## src/rtl/i2c_target_regs.sv

```systemverilog
// rtl/i2c_target_regs.sv - I2C target bridging byte transfers to a single-cycle register strobe bus
// Oversamples SCL/SDA on wb_clk_i, never stretches SCL, drives SDA open-drain through sda_oeb.
module i2c_target_regs #(
  parameter logic [6:0] I2C_ADDR = 7'h50,
  parameter int         REG_AW   = 8
) (
  input  logic              wb_clk_i,
  input  logic              wb_rst_i,
  input  logic              scl_i,
  input  logic              sda_i,
  output logic              sda_oeb,
  output logic [REG_AW-1:0] reg_addr,
  output logic [7:0]        reg_wdata,
  output logic              reg_wr_en,
  output logic              reg_rd_en,
  input  logic [7:0]        reg_rdata,
  output logic              busy
);

  typedef enum logic [3:0] {
    S_IDLE, S_ADDR, S_ADDR_ACK, S_PTR, S_PTR_ACK,
    S_WDATA, S_WDATA_ACK, S_RDATA, S_RDATA_ACK, S_WAIT
  } state_t;

  state_t state, state_nx;

  logic scl_m, scl_s, scl_h;
  logic sda_m, sda_s, sda_h;
  logic scl_rise, scl_fall, start_c, stop_c;
  logic [2:0] bit_cnt;
  logic [6:0] sh;
  logic [7:0] tx;
  logic [7:0] rx_byte;
  logic       ack_phase;
  logic       rw;
  logic       rd_pend;
  logic       rd_cap;
  logic       byte_done;
  logic       addr_hit;
  logic       shifting;

  // Bus idles high, so synchronizers reset to 1 to avoid a phantom START.
  always_ff @(posedge wb_clk_i or posedge wb_rst_i) begin
    if (wb_rst_i) begin
      scl_m <= 1'b1; scl_s <= 1'b1; scl_h <= 1'b1;
      sda_m <= 1'b1; sda_s <= 1'b1; sda_h <= 1'b1;
    end else begin
      scl_m <= scl_i; scl_s <= scl_m; scl_h <= scl_s;
      sda_m <= sda_i; sda_s <= sda_m; sda_h <= sda_s;
    end
  end

  assign scl_rise  = scl_s & ~scl_h;
  assign scl_fall  = ~scl_s & scl_h;
  assign start_c   = scl_s & scl_h & sda_h & ~sda_s;
  assign stop_c    = scl_s & scl_h & ~sda_h & sda_s;
  assign rx_byte   = {sh, sda_s};
  assign byte_done = scl_rise && (bit_cnt == 3'd7);
  assign addr_hit  = (rx_byte[7:1] == I2C_ADDR);
  assign shifting  = (state == S_ADDR) || (state == S_PTR) ||
                     (state == S_WDATA) || (state == S_RDATA);

  always_ff @(posedge wb_clk_i or posedge wb_rst_i) begin
    if (wb_rst_i) state <= S_IDLE;
    else          state <= state_nx;
  end

  always_comb begin
    state_nx = state;
    if (start_c) begin
      state_nx = S_ADDR;
    end else if (stop_c) begin
      state_nx = S_IDLE;
    end else begin
      case (state)
        S_ADDR:      if (byte_done) state_nx = addr_hit ? S_ADDR_ACK : S_WAIT;
        S_ADDR_ACK:  if (scl_fall && ack_phase) state_nx = rw ? S_RDATA : S_PTR;
        S_PTR:       if (byte_done) state_nx = S_PTR_ACK;
        S_PTR_ACK:   if (scl_fall && ack_phase) state_nx = S_WDATA;
        S_WDATA:     if (byte_done) state_nx = S_WDATA_ACK;
        S_WDATA_ACK: if (scl_fall && ack_phase) state_nx = S_WDATA;
        S_RDATA:     if (byte_done) state_nx = S_RDATA_ACK;
        S_RDATA_ACK: begin
          if (scl_rise && ack_phase && sda_s) state_nx = S_WAIT;
          else if (scl_fall && ack_phase)     state_nx = S_RDATA;
        end
        default: state_nx = state;
      endcase
    end
  end

  always_ff @(posedge wb_clk_i or posedge wb_rst_i) begin
    if (wb_rst_i) begin
      sda_oeb   <= 1'b1;
      reg_addr  <= '0;
      reg_wdata <= 8'h00;
      reg_wr_en <= 1'b0;
      reg_rd_en <= 1'b0;
      busy      <= 1'b0;
      bit_cnt   <= 3'd0;
      sh        <= 7'h00;
      tx        <= 8'hFF;
      ack_phase <= 1'b0;
      rw        <= 1'b0;
      rd_pend   <= 1'b0;
      rd_cap    <= 1'b0;
    end else begin
      reg_wr_en <= 1'b0;
      rd_pend   <= 1'b0;
      reg_rd_en <= rd_pend;
      rd_cap    <= reg_rd_en;
      if (rd_cap)    tx       <= reg_rdata;
      if (reg_wr_en) reg_addr <= reg_addr + REG_AW'(1);

      if (start_c || stop_c) begin
        bit_cnt   <= 3'd0;
        sda_oeb   <= 1'b1;
        busy      <= 1'b0;
        ack_phase <= 1'b0;
      end else begin
        if (scl_rise && shifting) begin
          sh      <= rx_byte[6:0];
          bit_cnt <= bit_cnt + 3'd1;
        end
        case (state)
          S_ADDR: begin
            if (byte_done && addr_hit) begin
              busy <= 1'b1;
              rw   <= sda_s;
              if (sda_s) reg_rd_en <= 1'b1;
            end
          end
          S_PTR: if (byte_done) reg_addr <= REG_AW'(rx_byte);
          S_WDATA: begin
            if (byte_done) begin
              reg_wdata <= rx_byte;
              reg_wr_en <= 1'b1;
            end
          end
          // First fall after the byte drives ACK, second fall ends the slot.
          S_ADDR_ACK, S_PTR_ACK, S_WDATA_ACK: begin
            if (scl_fall) begin
              if (!ack_phase) begin
                sda_oeb   <= 1'b0;
                ack_phase <= 1'b1;
              end else begin
                ack_phase <= 1'b0;
                bit_cnt   <= 3'd0;
                sda_oeb   <= (state == S_ADDR_ACK && rw) ? tx[7] : 1'b1;
              end
            end
          end
          S_RDATA: begin
            if (scl_fall) begin
              sda_oeb <= tx[6];
              tx      <= {tx[6:0], 1'b1};
            end
          end
          S_RDATA_ACK: begin
            if (scl_fall && !ack_phase) begin
              sda_oeb   <= 1'b1;
              ack_phase <= 1'b1;
            end else if (scl_rise && ack_phase) begin
              if (sda_s) begin
                busy      <= 1'b0;
                ack_phase <= 1'b0;
              end else begin
                reg_addr <= reg_addr + REG_AW'(1);
                rd_pend  <= 1'b1;
              end
            end else if (scl_fall && ack_phase) begin
              ack_phase <= 1'b0;
              bit_cnt   <= 3'd0;
              sda_oeb   <= tx[7];
            end
          end
          default: sda_oeb <= 1'b1;
        endcase
      end
    end
  end

endmodule

```

## config.mk

```make
export PLATFORM = sky130hd
export DESIGN_NAME = i2c_target_regs
export DESIGN_NICKNAME = d
export VERILOG_FILES = /design/src/rtl/i2c_target_regs.sv
export SDC_FILE = /design/constraint.sdc
export NUM_CORES = 1
export LEC_CHECK = 0
export CORE_AREA = 2 2 78 80
export DETAILED_ROUTE_END_ITERATION = 16
export DIE_AREA = 0 0 80 82
export GPL_TIMING_DRIVEN = 0
export PLACE_DENSITY = 0.72
export SYNTH_ARGS = -nofsm -noshare
export SYNTH_HDL_FRONTEND = slang
export SYNTH_SLANG_ARGS = --single-unit
```

## constraint.sdc

```tcl
create_clock -name wb_clk_i -period 4.85 [get_ports wb_clk_i]
set_clock_uncertainty 0.05 [all_clocks]
set_input_delay 0.97 -clock wb_clk_i [delete_from_list [all_inputs] [get_ports wb_clk_i]]
set_output_delay 0.97 -clock wb_clk_i [all_outputs]
set_load 0.01 [all_outputs]
```

==> flow_summary.rst, run 1 <==
.. list-table::
   :header-rows: 1

   * - Metric
     - Value
   * - Result of the run
     - finished clean
   * - Synth warnings
     - 0
   * - Net Sw Power
     - 200 uW
   * - Slowest cell on the critical path
     - clkdlybuf4s50_1
   * - Asr flop ratio synth
     - 100%
   * - Worst slew pin tran
     - 0.779 ns
   * - DRT antenna net count
     - 0
   * - Clock power frac
     - about 32%
   * - Die extent in x
     - 80 um
   * - Post-Syn Area per Cell
     - 10.6 um^2
   * - Avg WL per Cell
     - between 15 and 20 um
   * - Number of H-tree levels
     - 2
   * - Number of max-slew violations in the final report
     - 0
   * - Post-layout minimum cycle time
     - ~2.4 ns
   * - Type of destination of the critical path
     - output pin
   * - Total inserted antenna cells
     - 0
   * - Max-capacitance violation count
     - 0
   * - Number of placement rows
     - 28
   * - Post-synth EDFFs
     - 0
   * - Inserted Clock Buffers
     - 5
   * - Pre-Repair DR Iteration Count
     - 4
   * - Clock slew at the register clock pins of the worst setup and hold paths
     - 0.10 ns
   * - Via/cell ratio
     - roughly 5.7
   * - Congestion Overflow GR
     - 0
   * - Resize count post-CTS
     - 0
   * - Post-synthesis sequential element count
     - 52
   * - Cell family with most CP delay
     - buffers and inverters
   * - 1st-iter DRT viols
     - around 140
   * - Netlist area before placement
     - about 2900 um^2
   * - Critical Path Start Type
     - flop
   * - Fraction of synthesized cell area taken by the top area cell type
     - between 30% and 40%
   * - Total Wirelength
     - 6020 um
   * - Total number of clock tree sinks
     - 52
   * - Post-Place Cells
     - 376
   * - Top_reg_cell synth
     - dfrtp_1
   * - Port Buffers
     - 31
   * - Commonest cells after routing, fill and taps aside
     - 37 x dfrtp_1, 31 x clkdlybuf4s50_1, 22 x nand2_1
   * - Total power divided by cell area
     - between 200 and 250 nW/um^2
   * - Worst vdd ir
     - approximately 0.00019 V
   * - Global-route wire length before repair
     - approximately 10000 um
   * - Estimated wirelength of the detail-placed design
     - 4300 um
   * - Unrepaired setup endpoints after global routing
     - false
   * - Type of the worst setup path
     - reg2out
   * - Largest stage delay on the critical path
     - 0.59 ns
   * - Reg power frac
     - ~60%
   * - Combinational share of power
     - under 10%
   * - Post-layout instance count excluding filler cells
     - ~380
   * - Vias in the first global route
     - approximately 2000
   * - Max-slew headroom at the worst pin
     - 47.3%
   * - Pin count of the biggest net entering global routing
     - 32
   * - Leak Pwr
     - between 0.001 and 0.0015 uW
   * - Cell internal pwr
     - approximately 600 uW
   * - Setup Buffers After CTS
     - 0
   * - Synthesized net count
     - roughly 280
   * - Count of endpoints failing setup in the final report
     - 0
   * - Unique cell type count in the Yosys netlist
     - 64
   * - Overall via count from detail_route
     - around 2200
   * - Hold Buf Count CTS
     - 0
   * - Switching share of power
     - approximately a quarter
   * - Seq/Total Area, Yosys
     - a little under half
   * - Critical path arrival
     - roughly 1.4 ns
   * - Buffers plus inverters on the worst setup path
     - 1
   * - Largest cells by area after synthesis
     - dfrtp_1 32%, dfstp_2 14%, mux2_2 5.9%, mux2i_1 4.2%, nand2_1 2.9%
   * - Post-route DRC
     - 0
   * - Initial core utilization
     - between 40% and 50%
   * - Sum of negative setup slack
     - 0 ns
   * - Worst Setup Slack post-DPL
     - about 2.7 ns
   * - Area Growth Syn to Fin
     - 18.0%
   * - Syn Inst Count
     - ~270
   * - GRT Util Overall
     - between 10% and 20%
   * - Proportion of layout cells with a drive suffix above 1
     - about a fifth
   * - Final estimated routing congestion in global placement
     - 0.860
   * - Final layout net count
     - 323
   * - Min setup slack post-route
     - approximately 2.4 ns
   * - Final number of hold-violating endpoints
     - 0
   * - TritonCTS clock tree
     - yes
   * - Floorplan Core Area
     - approximately 5700 um^2
   * - Ordered cell list for the critical path
     - clkdlybuf4s50_1
   * - Dominant cell type by area after synthesis
     - dfrtp_1
   * - Worst skew pair latency
     - around 0.31 ns
   * - Max Fanout on Critical Path
     - 7
   * - F_max
     - 412 MHz
   * - Root buffer cell
     - clkbuf_8
   * - Period Utilization, post-route
     - about 50%
   * - Floorplan die height
     - approximately 82 um
   * - Full die area
     - about 6600 um^2
   * - Data required time at the worst endpoint
     - 3.83 ns
   * - Number of antenna violations at the first check in global routing
     - 0
   * - Classification of the worst-slack hold path
     - reg2reg
   * - Maximum number of buffers from clock root to sink
     - 2
   * - Io pins
     - 32
   * - Filler Cells Inserted
     - 497
   * - Most common cell after layout, fill and taps aside
     - dfrtp_1
   * - PnR Total Power
     - slightly below 800 uW
[per-layer routing]
metal  track usage, %  vias up  routed length, um
li1                 -     1061                  -
met2             28.9       68               2720
met4             7.29        0                110
met5                0        -                  0
met1             26.7     1052               2840
met3             4.07       12                348
[state kept, by name (all words and copies together), names as in the netlist, 3 cells and up]
register	cells
state	4
tx	8
reg_wdata	8
reg_addr	8
bit_cnt	3
sh	7
[final cells by class]
cell class | instances | area [um^2] | area share (%)
multi-input combinational | 196 | 1430 | 42.3
clock buffer | 6 | 72.6 | 2.15
timing repair buffer | 32 | 330 | 9.79
buffer | 16 | 92.6 | 2.74
tap | 75 | 93.8 | 2.78
inverter | 5 | 18.8 | 0.556
clock inverter | 2 | 17.5 | 0.519
sequential | 52 | 1320 | 39.1
[logic make-up (layout without fill, tap and decap cells)]
group / count (synthesis) / count (layout) / synth area share (%)
AO/OA/AOI/OAI: 63 / 63 / 15.1
adder cells (fa/ha/maj): 3 / 3 / 1.31
XOR/XNOR: 16 / 16 / 4.90
AND/OR/NAND/NOR: 86 / 86 / 18.2
buffers and inverters: 21 / 61 / 3.89
multiplexers: 28 / 28 / 10.5
flip-flops: 52 / 52 / 46.2
[Yosys cell counts (4+ instances only)]
cell type,number
xor2_1,7
o21ai_0,13
buf_2,8
nor3_1,5
buf_4,4
nor2b_1,5
xnor2_1,9
a21oi_1,12
nor2_1,18
nand2_1,22
o22ai_1,5
dfrtp_1,37
mux2i_1,12
inv_1,4
mux2_2,15
nand2b_1,4
dfstp_2,15
a21o_1,5
[worst paths after layout]
| kind | endpoint | cells after the start | from | slack, ns |
|---|---|---|---|---|
| setup / recovery | reg_addr[0] | 1 | reg_addr[0] | 2.42 |
| hold / removal | sda_s | 0 | sda_m | 0.31 |
| setup reg to reg | state[2] | 5 | state[0] | 2.67 |
| hold reg to reg | sda_s | 0 | sda_m | 0.31 |
| max in group asynchronous | sda_h | 3 | wb_rst_i | 3.21 |
| min in group asynchronous | reg_rd_en | 2 | wb_rst_i | 0.95 |
[metrics by stage]
| step | hold WS, ns | util, % | instance area, um^2 |
|---|---|---|---|
| after global placement | 0.295 | 56.8 | 3260 |
| after floorplan | 0.295 | - | 2860 |
| after detailed placement | 0.298 | 57.2 | 3280 |
| after global routing | 0.315 | 58.7 | 3370 |
| after CTS | 0.313 | 58.7 | 3370 |
| final | 0.311 | 58.7 | 3370 |
[power by group through the flow]
stage | Sequential [uW] | Combinational [uW] | Clock [uW]
after CTS | 471 | 62.2 | 265
after global placement | 477 | 58.3 | 0
after detailed placement | 479 | 61.8 | 0
after floorplan | 471 | 42.2 | 0
after global routing | 474 | 68.7 | 278
final | 472 | 61.4 | 256
Power figures use the tool's default switching activity.
==> inputs of run 2 (changes only) <==
Clock period 4.85 ns to 2.36 ns, I/O delays scaled along.
==> run 2 against run 1 <==
Worst setup slack got worse by 2.1 ns. Critical path type is now reg2reg. Count of clock-buffer cells in the layout stayed put. Core utilization increased by 0.11 points. Via count grew 0.73%. First-iteration DRC count rose by 15%. Hold slack about the same. Global-route usage unchanged. Cell area is 0.19% higher. Register-to-register slack lost 2.4 ns. Sequential share of layout area down 0.072 points. Sequential power increased by 110%. Flip-flop and latch count did not move.
==> flow_summary.rst, run 2 (synthesized netlist as in run 1, its figures left out) <==
.. list-table::
   :header-rows: 1

   * - Metric
     - Value
   * - Cell repeated most along the worst path
     - ha_1
   * - Flip-flop and latch area
     - about 1300 um^2
   * - Unrepaired setup endpoints after global routing
     - false
   * - Worst vdd ir
     - 0.000392 V
   * - Registers with the highest flip-flop counts
     - reg_addr (8), reg_wdata (8), tx (8)
   * - Final estimated routing congestion in global placement
     - 0.860
   * - Floorplan Core Area
     - 5750 um^2
   * - Io pins
     - 32
   * - Max Fanout on Critical Path
     - 8
   * - Filler Cells Inserted
     - around 500
   * - DRT antenna net count
     - 0
   * - Pre-Repair DR Iteration Count
     - 6
   * - Final layout net count
     - about 320
   * - 1st-iter DRT viols
     - 159
   * - Most common cell after layout, fill and taps aside
     - dfrtp_1
   * - Maximum number of buffers from clock root to sink
     - 2
   * - Post-route DRC
     - 0
   * - Worst Setup Slack post-DPL
     - between 0.2 and 0.25 ns
   * - Floorplan die height
     - between 80 and 90 um
   * - Vias in the first global route
     - 2014
   * - Ordered cell list for the critical path
     - ha_1, ha_1, nand3b_4, or2_4, o2111ai_2, a211o_1, a22oi_2
   * - Switching share of power
     - between 20% and 30%
   * - F_max
     - roughly 480 MHz
   * - Die extent in x
     - ~80 um
   * - Post-layout instance count excluding filler cells
     - between 300 and 400
   * - Inserted Clock Buffers
     - 5
   * - Total number of clock tree sinks
     - 52
   * - Data required time at the worst endpoint
     - about 2.6 ns
   * - Worst slew pin tran
     - around 0.6 ns
   * - Commonest cells after routing, fill and taps aside
     - 37 x dfrtp_1, 31 x clkdlybuf4s50_1, 22 x nand2_1
   * - Endpoint of the worst-slack reg-to-reg timing path
     - state[0]
   * - Proportion of layout cells with a drive suffix above 1
     - a little over a fifth
   * - Clock slew at the register clock pins of the worst setup and hold paths
     - roughly 0.10 ns
   * - Worst skew pair latency
     - about 0.31 ns
   * - Area Growth Syn to Fin
     - 18.2%
   * - Port Buffers
     - 31
   * - Hold Path Depth
     - 0
   * - Combinational share of power
     - 7.8%
   * - Root buffer cell
     - clkbuf_8
   * - Result of the run
     - finished clean
   * - Number of antenna violations at the first check in global routing
     - 0
   * - PnR Total Power
     - 1620 uW
   * - Leak Pwr
     - 0.00145 uW
   * - Net Sw Power
     - 411 uW
   * - Post-layout minimum cycle time
     - about 2.1 ns
   * - Global-route wire length before repair
     - 9750 um
   * - Reg power frac
     - between 50% and 60%
   * - Min setup slack post-route
     - approximately 0.29 ns
   * - Number of H-tree levels
     - 2
   * - Total inserted antenna cells
     - 0
   * - Avg WL per Cell
     - 15.8 um
   * - Max-capacitance violation count
     - 0
   * - Final number of hold-violating endpoints
     - 0
   * - Total Wirelength
     - about 6100 um
   * - GRT Util Overall
     - 19.0%
   * - Full die area
     - between 6000 and 7000 um^2
   * - Hold Buf Count CTS
     - 0
   * - Initial core utilization
     - around half
   * - Area used by multi-input combinational logic
     - 1440 um^2
   * - Critical path arrival
     - 2.26 ns
   * - Period Utilization, post-route
     - a little under 90%
   * - Cell family with most CP delay
     - compound AO/OA/AOI/OAI gates
   * - Total power divided by cell area
     - 479 nW/um^2
   * - Cell internal pwr
     - about 1200 uW
   * - Critical R2R Launch
     - bit_cnt[0]
   * - Pin count of the biggest net entering global routing
     - 32
   * - Cell area after placement
     - approximately 3300 um^2
   * - Number of max-slew violations in the final report
     - 0
   * - Count of endpoints failing setup in the final report
     - 0
   * - Classification of the worst-slack hold path
     - reg2reg
   * - Worst Min Path Start
     - sda_m
   * - Slowest cell on the critical path
     - dfrtp_1
   * - Post-Place Cells
     - around 380
   * - Clock power frac
     - between 30% and 40%
   * - Max-slew headroom at the worst pin
     - about three fifths
   * - Final non-filler cell area
     - approximately 3400 um^2
   * - Count of cells along the worst register-to-register path
     - 7
   * - Critical Path Start Type
     - flop
   * - Overall via count from detail_route
     - 2209
   * - Resize count post-CTS
     - 0
   * - Largest stage delay on the critical path
     - 0.41 ns
   * - Sum of negative setup slack
     - 0 ns
   * - Number of placement rows
     - 28
   * - Setup Buffers After CTS
     - 0
   * - Worst setup slack for register-to-register paths
     - about 0.29 ns
   * - Via/cell ratio
     - between 5 and 6
   * - Buffers plus inverters on the worst setup path
     - 0
   * - Type of destination of the critical path
     - flop
   * - Estimated wirelength of the detail-placed design
     - about 4300 um
   * - Worst-case hold path end point
     - sda_s
   * - Type of the worst setup path
     - reg2reg
   * - Congestion Overflow GR
     - 0
   * - TritonCTS clock tree
     - yes
[run 2: per-layer routing]
layer / GRT usage, % / vias to the layer above / wire [um]
met5: 0 / - / 0
li1: - / 1061 / -
met4: 7.29 / 0 / 110
met2: 28.9 / 75 / 2730
met3: 4.07 / 12 / 362
met1: 26.7 / 1061 / 2850
[run 2: how the worst max path moves through the flow]
stage | startpoint | to | slack [ns] | cells past startpoint
after CTS | state[0] | state[2] | 0.19 | 5
after global placement | wb_rst_i | reg_wr_en | -0.38 | 2
after global routing | scl_s | reg_addr[0] | 0.21 | 7
after detailed placement | state[0] | state[2] | 0.22 | 5
final | bit_cnt[0] | state[0] | 0.29 | 7
after floorplan | bit_cnt[0] | state[0] | 0.51 | 7
[run 2: cell type report]
cell class | count | area share (%)
plain buffers | 16 | 2.74
multi-input cells | 196 | 42.5
clock buffers | 6 | 2.15
flip-flops and latches | 52 | 39.0
repair buffers | 32 | 9.77
clock inverters | 2 | 0.518
well taps | 75 | 2.78
inverters | 5 | 0.555
[run 2: power groups by stage]
stage                     Combinational [uW]  Clock (uW)  Sequential [uW]
final                                    126         524              970
after global routing                     141         571              975
after detailed placement                 127           0              984
after floorplan                         86.7           0              968
after global placement                   120           0              981
after CTS                                128         545              968
[run 2: worst reg2reg max path, stage by stage (launching register included)]
cell,delay (ns)
dfrtp_1,0.41
ha_1,0.21
ha_1,0.23
nand3b_4,0.16
or2_4,0.16
o2111ai_2,0.26
a211o_1,0.35
a22oi_2,0.17
[run 2: through the flow]
step / utilization, % / hold slack, ns
global placement: 56.8 / 0.295
floorplan: - / 0.295
global route: 58.8 / 0.315
CTS: 58.7 / 0.313
finish: 58.8 / 0.311
detailed placement: 57.2 / 0.298
